### src/rtl/iob_dbus_split.sv
// IOb data-bus splitter: routes each CPU data request to a slave port chosen by address MSBs,
// steers the single outstanding read response back, and answers unmapped or hung accesses locally.
module iob_dbus_split #(
    parameter int                ADDR_W   = 32,
    parameter int                DATA_W   = 32,
    parameter int                N_SLAVES = 3,
    parameter int                SEL_W    = 2,
    parameter int                TIMEOUT  = 1024,
    parameter logic [DATA_W-1:0] ERR_DATA = DATA_W'(32'hDEADBEEF),
    localparam int               WSTRB_W  = DATA_W / 8,
    localparam int               REQ_W    = 1 + ADDR_W + DATA_W + WSTRB_W,
    localparam int               RESP_W   = DATA_W + 2
) (
    input  logic                       clk_i,
    input  logic                       arst_i,
    input  logic                       cke_i,
    input  logic [REQ_W-1:0]           m_req_i,
    output logic [RESP_W-1:0]          m_resp_o,
    output logic [N_SLAVES*REQ_W-1:0]  s_req_o,
    input  logic [N_SLAVES*RESP_W-1:0] s_resp_i,
    output logic                       err_o,
    output logic [ADDR_W-1:0]          err_addr_o,
    input  logic                       err_clr_i
);

    localparam int               N_IDX    = 2 ** SEL_W;
    localparam int               TMO_W    = $clog2(TIMEOUT);
    localparam logic [TMO_W-1:0] TMO_LAST = TMO_W'(TIMEOUT - 1);
    localparam logic [SEL_W:0]   N_MAP    = (SEL_W + 1)'(N_SLAVES);

    typedef enum logic [1:0] {
        ST_IDLE,
        ST_WAIT_RD,
        ST_ERR,
        ST_TMO
    } state_e;

    state_e             state_q, state_d;
    logic [TMO_W-1:0]   tmo_cnt_q, tmo_cnt_d;
    logic [SEL_W-1:0]   pend_sel_q, pend_sel_d;
    logic [ADDR_W-1:0]  pend_addr_q, pend_addr_d;
    logic               err_rd_q, err_rd_d;
    logic               err_q, err_d;
    logic [ADDR_W-1:0]  err_addr_q, err_addr_d;

    logic               m_avalid;
    logic [ADDR_W-1:0]  m_addr;
    logic [DATA_W-1:0]  m_wdata;
    logic [WSTRB_W-1:0] m_wstrb;
    logic [SEL_W-1:0]   sel;
    logic               mapped;
    logic               pend_rvalid;
    logic               accept_en;
    logic               m_ready;
    logic               acc;
    logic               acc_rd;
    logic               rvalid_mux;
    logic [DATA_W-1:0]  rdata_mux;
    logic               set_err;
    logic [ADDR_W-1:0]  set_addr;

    logic               s_ready  [N_IDX];
    logic               s_rvalid [N_IDX];
    logic [DATA_W-1:0]  s_rdata  [N_IDX];

    assign m_avalid = m_req_i[REQ_W-1];
    assign m_addr   = m_req_i[REQ_W-2 -: ADDR_W];
    assign m_wdata  = m_req_i[WSTRB_W +: DATA_W];
    assign m_wstrb  = m_req_i[WSTRB_W-1:0];
    assign sel      = m_addr[ADDR_W-1 -: SEL_W];
    assign mapped   = ({1'b0, sel} < N_MAP);

    // Unpopulated select codes read back as an idle slave so every index is safe.
    for (genvar gi = 0; gi < N_IDX; gi++) begin : g_resp
        if (gi < N_SLAVES) begin : g_map
            assign s_ready[gi]  = s_resp_i[gi*RESP_W];
            assign s_rvalid[gi] = s_resp_i[gi*RESP_W + 1];
            assign s_rdata[gi]  = s_resp_i[gi*RESP_W + 2 +: DATA_W];
        end else begin : g_unmap
            assign s_ready[gi]  = 1'b0;
            assign s_rvalid[gi] = 1'b0;
            assign s_rdata[gi]  = '0;
        end
    end

    assign pend_rvalid = s_rvalid[pend_sel_q];
    assign accept_en   = (state_q == ST_IDLE) || ((state_q == ST_WAIT_RD) && pend_rvalid);
    assign m_ready     = accept_en & (mapped ? s_ready[sel] : 1'b1);
    assign acc         = m_avalid & m_ready;
    assign acc_rd      = acc & ~(|m_wstrb);

    for (genvar gi = 0; gi < N_SLAVES; gi++) begin : g_req
        assign s_req_o[gi*REQ_W +: REQ_W] = {
            m_avalid & accept_en & (sel == SEL_W'(gi)) & ~arst_i,
            m_addr, m_wdata, m_wstrb
        };
    end

    always_comb begin
        rvalid_mux = 1'b0;
        rdata_mux  = '0;
        case (state_q)
            ST_WAIT_RD: begin
                rvalid_mux = pend_rvalid;
                rdata_mux  = s_rdata[pend_sel_q];
            end
            ST_ERR: begin
                rvalid_mux = err_rd_q;
                rdata_mux  = err_rd_q ? ERR_DATA : '0;
            end
            ST_TMO: begin
                rvalid_mux = 1'b1;
                rdata_mux  = ERR_DATA;
            end
            default: ;
        endcase
    end

    assign m_resp_o   = arst_i ? '0 : {rdata_mux, rvalid_mux, m_ready};
    assign err_o      = err_q;
    assign err_addr_o = err_addr_q;

    always_comb begin
        state_d     = state_q;
        tmo_cnt_d   = tmo_cnt_q;
        pend_sel_d  = pend_sel_q;
        pend_addr_d = pend_addr_q;
        err_rd_d    = err_rd_q;
        err_d       = err_q;
        err_addr_d  = err_addr_q;
        set_err     = 1'b0;
        set_addr    = '0;
        case (state_q)
            ST_IDLE, ST_WAIT_RD: begin
                if (accept_en) begin
                    if (acc && !mapped) begin
                        state_d  = ST_ERR;
                        err_rd_d = acc_rd;
                        set_err  = 1'b1;
                        set_addr = m_addr;
                    end else if (acc_rd) begin
                        state_d     = ST_WAIT_RD;
                        pend_sel_d  = sel;
                        pend_addr_d = m_addr;
                        tmo_cnt_d   = '0;
                    end else begin
                        state_d = ST_IDLE;
                    end
                end else begin
                    // Compare the incremented count so the TMO cycle lands TIMEOUT cycles after accept.
                    tmo_cnt_d = tmo_cnt_q + TMO_W'(1);
                    if (tmo_cnt_d == TMO_LAST) begin
                        state_d = ST_TMO;
                    end
                end
            end
            ST_ERR: state_d = ST_IDLE;
            ST_TMO: begin
                state_d  = ST_IDLE;
                set_err  = 1'b1;
                set_addr = pend_addr_q;
            end
            default: state_d = ST_IDLE;
        endcase

        if (err_clr_i) begin
            err_d      = 1'b0;
            err_addr_d = '0;
        end else if (set_err) begin
            err_d = 1'b1;
            if (!err_q) begin
                err_addr_d = set_addr;
            end
        end
    end

    always_ff @(posedge clk_i or posedge arst_i) begin
        if (arst_i) begin
            state_q     <= ST_IDLE;
            tmo_cnt_q   <= '0;
            pend_sel_q  <= '0;
            pend_addr_q <= '0;
            err_rd_q    <= 1'b0;
            err_q       <= 1'b0;
            err_addr_q  <= '0;
        end else if (cke_i) begin
            state_q     <= state_d;
            tmo_cnt_q   <= tmo_cnt_d;
            pend_sel_q  <= pend_sel_d;
            pend_addr_q <= pend_addr_d;
            err_rd_q    <= err_rd_d;
            err_q       <= err_d;
            err_addr_q  <= err_addr_d;
        end
    end

endmodule

### config.mk
export PLATFORM = sky130hd
export DESIGN_NAME = iob_dbus_split
export DESIGN_NICKNAME = d
export VERILOG_FILES = /design/src/rtl/iob_dbus_split.sv
export SDC_FILE = /design/constraint.sdc
export NUM_CORES = 1
export LEC_CHECK = 0
export CORE_AREA = 2 2 175 177
export DETAILED_ROUTE_END_ITERATION = 7
export DIE_AREA = 0 0 177 179
export PLACE_DENSITY = 0.49
export SYNTH_ARGS = -nofsm -noshare
export SYNTH_HDL_FRONTEND = slang
export SYNTH_SLANG_ARGS = --single-unit
### constraint.sdc
create_clock -name clk_i -period 8.05 [get_ports clk_i]
set_clock_uncertainty 0.05 [all_clocks]
set_input_delay 2.415 -clock clk_i [delete_from_list [all_inputs] [get_ports clk_i]]
set_output_delay 2.415 -clock clk_i [all_outputs]
set_load 0.01 [all_outputs]
Yosys cells after proc, flatten, opt, wreduce, memory -nomap -nowiden --
Index checks and enable logic that the tools add are counted.
Storage, ports and cells: memory bits (writable) 0, output and inout port bits 274, ROM bits 0, bits of input ports 175, memories 0, bits in latches 0, logic and storage cells 85, register bits after elaboration 80
Operators by class: reduce and logical (&&, ||, !) cells 16, $mul 0, div/mod/pow operators 0, bitwise operators 15, shift operators 0, muxes and demuxes 33, eq/ne operators 10, order comparisons 3, add/subtract/negate cells 1
Operators with widths (number):
- 32-bit two-way mux | 8
- 32-bit case mux with 3 select lines | 1
- 32-bit binary-select mux with 2-bit select | 1
- 32-bit case mux with 2 select lines | 1
- 34-bit two-way mux | 1
- 10-bit two-way mux | 3
- 10-bit by 1-bit adder with 10-bit output, second input constant | 1
- 1-bit AND | 10
- 10-bit == test, second input constant | 1
- 1-bit two-way mux | 10
- 4-bit AND reduction | 2
- 2-bit == test, second input constant | 3
- 3-bit >= comparator, second input constant | 2
- 2-bit two-way mux | 3
- 2-bit inverter with 3-bit output | 2
- 5-bit AND reduction | 1
- 1-bit binary-select mux with 2-bit select | 2
- 2-bit by 1-bit == test with 1-bit output, second input constant | 2
- 2-bit logical NOT | 2
- 2-bit != test, second input constant | 2
- 2-bit case mux with 2 select lines | 1
- 2-bit AND reduction | 2
- 2-bit OR reduction | 2
- 4-bit OR reduction | 1
- 11 further kinds | 14

Logic depth before layout (Yosys ltp) --
word-level depth 15, gate-level depth with buffers 8, mapped depth without buffers 5

Worst setup path after synthesis --
No wires, ideal clock.
path type input-to-output, start point input port arst_i, end point output port m_resp_o[11], data arrival time 5.106 ns, slack 0.479 ns, data required time 5.585 ns, buffers on the path 1, stages on the path 4, cell sequence inv_1 -> o21ai_1 -> clkbuf_1 -> a21oi_1
On the way: longest elaborated chain between the ends 1
Ends and longest elaborated chain:
- from (decl) | line 15 | input logic arst_i,
- 34-bit two-way mux | line 119 | assign m_resp_o = arst_i ? '0 : {rdata_mux, rvalid_mux, m_ready};
- to (decl) | line 18 | output logic [RESP_W-1:0] m_resp_o,
Every way passes these cells.

Worst setup path after layout --
start point input port s_resp_i[35], end point output port s_req_o[137]
On the way: longest elaborated chain between the ends 8
Ends and longest elaborated chain:
- from (decl) | line 20 | input logic [N_SLAVES*RESP_W-1:0] s_resp_i,
- 1-bit binary-select mux with 2-bit select | line 86 | assign pend_rvalid = s_rvalid[pend_sel_q];
- 1-bit two-way mux (not written as such) (2 in a row) | line 86
- 1-bit logical AND | line 87 | assign accept_en = (state_q == ST_IDLE) || ((state_q == ST_WAIT_RD) && pend_rvalid);
- 1-bit logical OR | line 87
- 1-bit AND (3 in a row) | line 94 | m_avalid & accept_en & (sel == SEL_W'(gi)) & ~arst_i,
- to (decl) | line 19 | output logic [N_SLAVES*REQ_W-1:0] s_req_o,
Every way passes these cells. The select of a mux whose other input is x is not followed.

==> key figures <==
Global routing
  – Largest net degree at the start of global routing: 58
  – Tot GR Track Use: 12.2%
  – Vias in the first global route: 4932
  – Initial antenna violation count: 2
  – Global-route wire length before repair: 29300 um
  – Gr ovfl total: 0

Hold path
  – Worst hold start: tmo_cnt_q[9]$_DFFE_PP0P_
  – WHS Path Cells: 1
  – Hold Path Class: flip-flop to flip-flop
  – Worst Hold Path EP: tmo_cnt_q[9]$_DFFE_PP0P_

Clock tree
  – Clock root cell: clkbuf_16
  – CTS max path bufs: 2
  – Post CTS Setup Buffer Count: 0
  – Clock sinks: 78
  – H-tree depth: 3
  – CTS clk-pin slew, worst paths: 0.07 ns
  – Hold-fix buffers at CTS: 0
  – Total CTS buffers: 9
  – Clk Latency, worst-skew pair: between 0.3 and 0.4 ns
  – Post-CTS Resized: 0
  – CTS tree: built

STA
  – Fin crit period: between 6 and 7 ns
  – RSZ-0062 raised after global routing: false
  – # setup viols final: 0
  – Final hold vios: 0
  – Tcrit/Tclk final: around 86%
  – Hold WS: 0.418 ns
  – Setup_tns: 0 ns
  – Slew Viols, Final: 0
  – Max transition margin: 27.4%
  – Slew @ Worst Pin: 1.09 ns
  – Fmax: 144 MHz

Critical path
  – CP max FO: 11
  – Setup crit start kind: input pin
  – FF-to-FF End: pend_addr_q[3]$_DFFE_PP0P_
  – Critical Path Sink Type: primary output
  – CP Class: input pin to primary output
  – Worst R2R Path Depth: 6
  – Reg2Reg Launch Point: pend_sel_q[0]$_DFFE_PP0P_
  – Worst path arrival time: 4.50 ns
  – Worst EP required: 5.59 ns
  – FF-to-FF setup slack: around 4.7 ns

Route
  – Routed WL: 19900 um
  – Drt pass-1 iters: 4
  – DR vias: 4948
  – Initial DRC Count: 172
  – Antenna viol nets, final: 0
  – Avg WL per Cell: 16.9 um
  – Vias per cell: ~4.2
  – # DRC: 0

Yosys
  – Yosys warnings: 0
  – Synthesis-stage register bit count: between 70 and 80
  – Net Count, Synth: 860
  – Mapped Cells: ~680
  – Post-Syn Area per Cell: 8.90 um^2
  – Sequential area share after synthesis: around 32%
  – Cell variety after synth: 46
  – Post-synthesis instance area: 6080 um^2

Flow run
  – Max Cap Violations: 0

Floorplan
  – Die Footprint: 31700 um^2
  – Starting density of the core: 20.2%
  – IO Count: 449
  – Die Wd: 177 um
  – Core area: about 30000 um^2
  – Die height: 179 um
  – Core Rows: 64

Layout
  – Commonest cells after routing, fill and taps aside: clkdlybuf4s50_1 (320), dfrtp_1 (77), nand2_1 (61)
  – Number of diodes: 0
  – Share of cells above drive strength 1: 8.66%
  – Area grow syn2layout: 38.6%
  – Finished Cell Area: 8420 um^2
  – Most common cell after layout, fill and taps aside: clkdlybuf4s50_1
  – Nets@finish: about 960

Power and ir drop
  – Peak VDD IR: 83.0 uV
  – Pleak: 3.31 nW
  – Power per cell area: around 160 nW/um^2
  – Total Power: 1.31 mW

Outcome
  – Status: finished clean

Placement
  – DP HPWL: 14600 um
  – Quantity of I/O buffers inserted on ports: 320
  – Area after DPL: 8140 um^2
  – Gpl congestion: about 0.74
==> stage by stage <==
step	setup WS, ns	util, %	cells
CTS	1.01	28.0	1181
global placement	1.09	27.1	1165
global route	0.894	28.0	1181
floorplan	0.479	-	683
finish	1.09	28.0	1181
detailed placement	1.01	27.1	1165
==> how the worst max path moves through the flow <==
| stage | start | endpoint | slack [ns] |
|---|---|---|---|
| 5_1_grt | arst_i | m_resp_o[18] | 0.89 |
| 6_report | s_resp_i[35] | s_req_o[137] | 1.09 |
| 4_1_cts | arst_i | m_resp_o[14] | 1.01 |
| 3_3_place_gp | s_resp_i[1] | s_req_o[137] | 1.09 |
| 3_5_place_dp | arst_i | m_resp_o[14] | 1.01 |
| 2_1_floorplan | arst_i | m_resp_o[11] | 0.48 |
==> sequential cells by signal, summed over array words and instances (netlist names) <==
| signal | count |
|---|---|
| err_addr_o | 32 |
| err_o | 1 |
| err_rd_q | 1 |
| pend_addr_q | 30 |
| pend_sel_q | 2 |
| state_q | 2 |
| tmo_cnt_q | 10 |
==> routing by layer <==
| layer | wire (um) | vias to the layer above | track usage (%) | part of all wire [%] |
|---|---|---|---|---|
| met3 | 1640 | 53 | 3.48 | 8.2 |
| met2 | 9240 | 243 | 20.2 | 46 |
| li1 | - | 2337 | - | - |
| met5 | 10 | - | 0 | 0.050 |
| met1 | 8440 | 2313 | 14.7 | 42 |
| met4 | 589 | 2 | 4.92 | 3.0 |
==> area by class of cell <==
type / count / area [um^2]
multi-input combinational: 358 / 2400
clock inverter: 7 / 55.1
timing repair buffer: 330 / 3280
clock buffer: 9 / 225
fill: 3221 / 21600
tap: 396 / 495
sequential: 78 / 1950
inverter: 3 / 12.5
==> cell families after synthesis <==
group,synth area share [%]
xor+xnor,0.144
mux,11.4
compound gates,14.4
buf+inv,28.7
flops,32.1
simple gates,12.8
fa+ha+maj,0.412
==> critical path: stages <==
cell             delay, ns
clkdlybuf4s50_1       0.46
mux2i_1               0.15
a221oi_1              0.30
buf_4                 0.24
nand3_1               0.13
nor3b_1               0.22
clkdlybuf4s50_1       0.57
==> cell usage after synthesis, drive strengths merged <==
| cell type | n | share of area, % |
|---|---|---|
| or2 | 1 | 0.10 |
| o31ai | 4 | 0.49 |
| o2111a | 1 | 0.19 |
| and2 | 36 | 3.7 |
| mux2 | 32 | 5.9 |
| clkbuf | 26 | 1.6 |
| o2111ai | 1 | 0.14 |
| and3 | 4 | 0.41 |
| nor2 | 28 | 1.8 |
| nor3 | 1 | 0.082 |
| nand4 | 2 | 0.21 |
| nor2b | 4 | 0.41 |
| a21o | 2 | 0.25 |
| nand3 | 11 | 0.91 |
| a221oi | 1 | 0.14 |
| a31oi | 2 | 0.21 |
| nor3b | 2 | 0.25 |
| o22a | 3 | 0.43 |
| nor4 | 1 | 0.10 |
| xnor2 | 1 | 0.14 |
| a22o | 1 | 0.14 |
| nand2 | 61 | 3.8 |
| and4 | 2 | 0.29 |
| or3 | 1 | 0.10 |
| o21ai | 41 | 3.4 |
| o311ai | 1 | 0.14 |
| nand2b | 4 | 0.54 |
| a21oi | 40 | 3.4 |
| buf | 218 | 27 |
| ha | 2 | 0.41 |
| mux2i | 33 | 5.4 |
| nand3b | 1 | 0.12 |
| inv | 3 | 0.19 |
| dfrtp | 78 | 32 |
| a41oi | 2 | 0.29 |
| o22ai | 1 | 0.10 |
| a221o | 31 | 5.1 |
==> report_power, final <==
| group | switching, mW | leakage (nW) | internal (mW) | total (mW) |
|---|---|---|---|---|
| combinational | 0.231 | 2.12 | 0.232 | 0.464 |
| sequential | 0.0273 | 1.06 | 0.429 | 0.456 |
| clock | 0.180 | 0.133 | 0.212 | 0.393 |
| total | 0.439 | 3.31 | 0.874 | 1.31 |
Power figures use the tool's default switching activity.
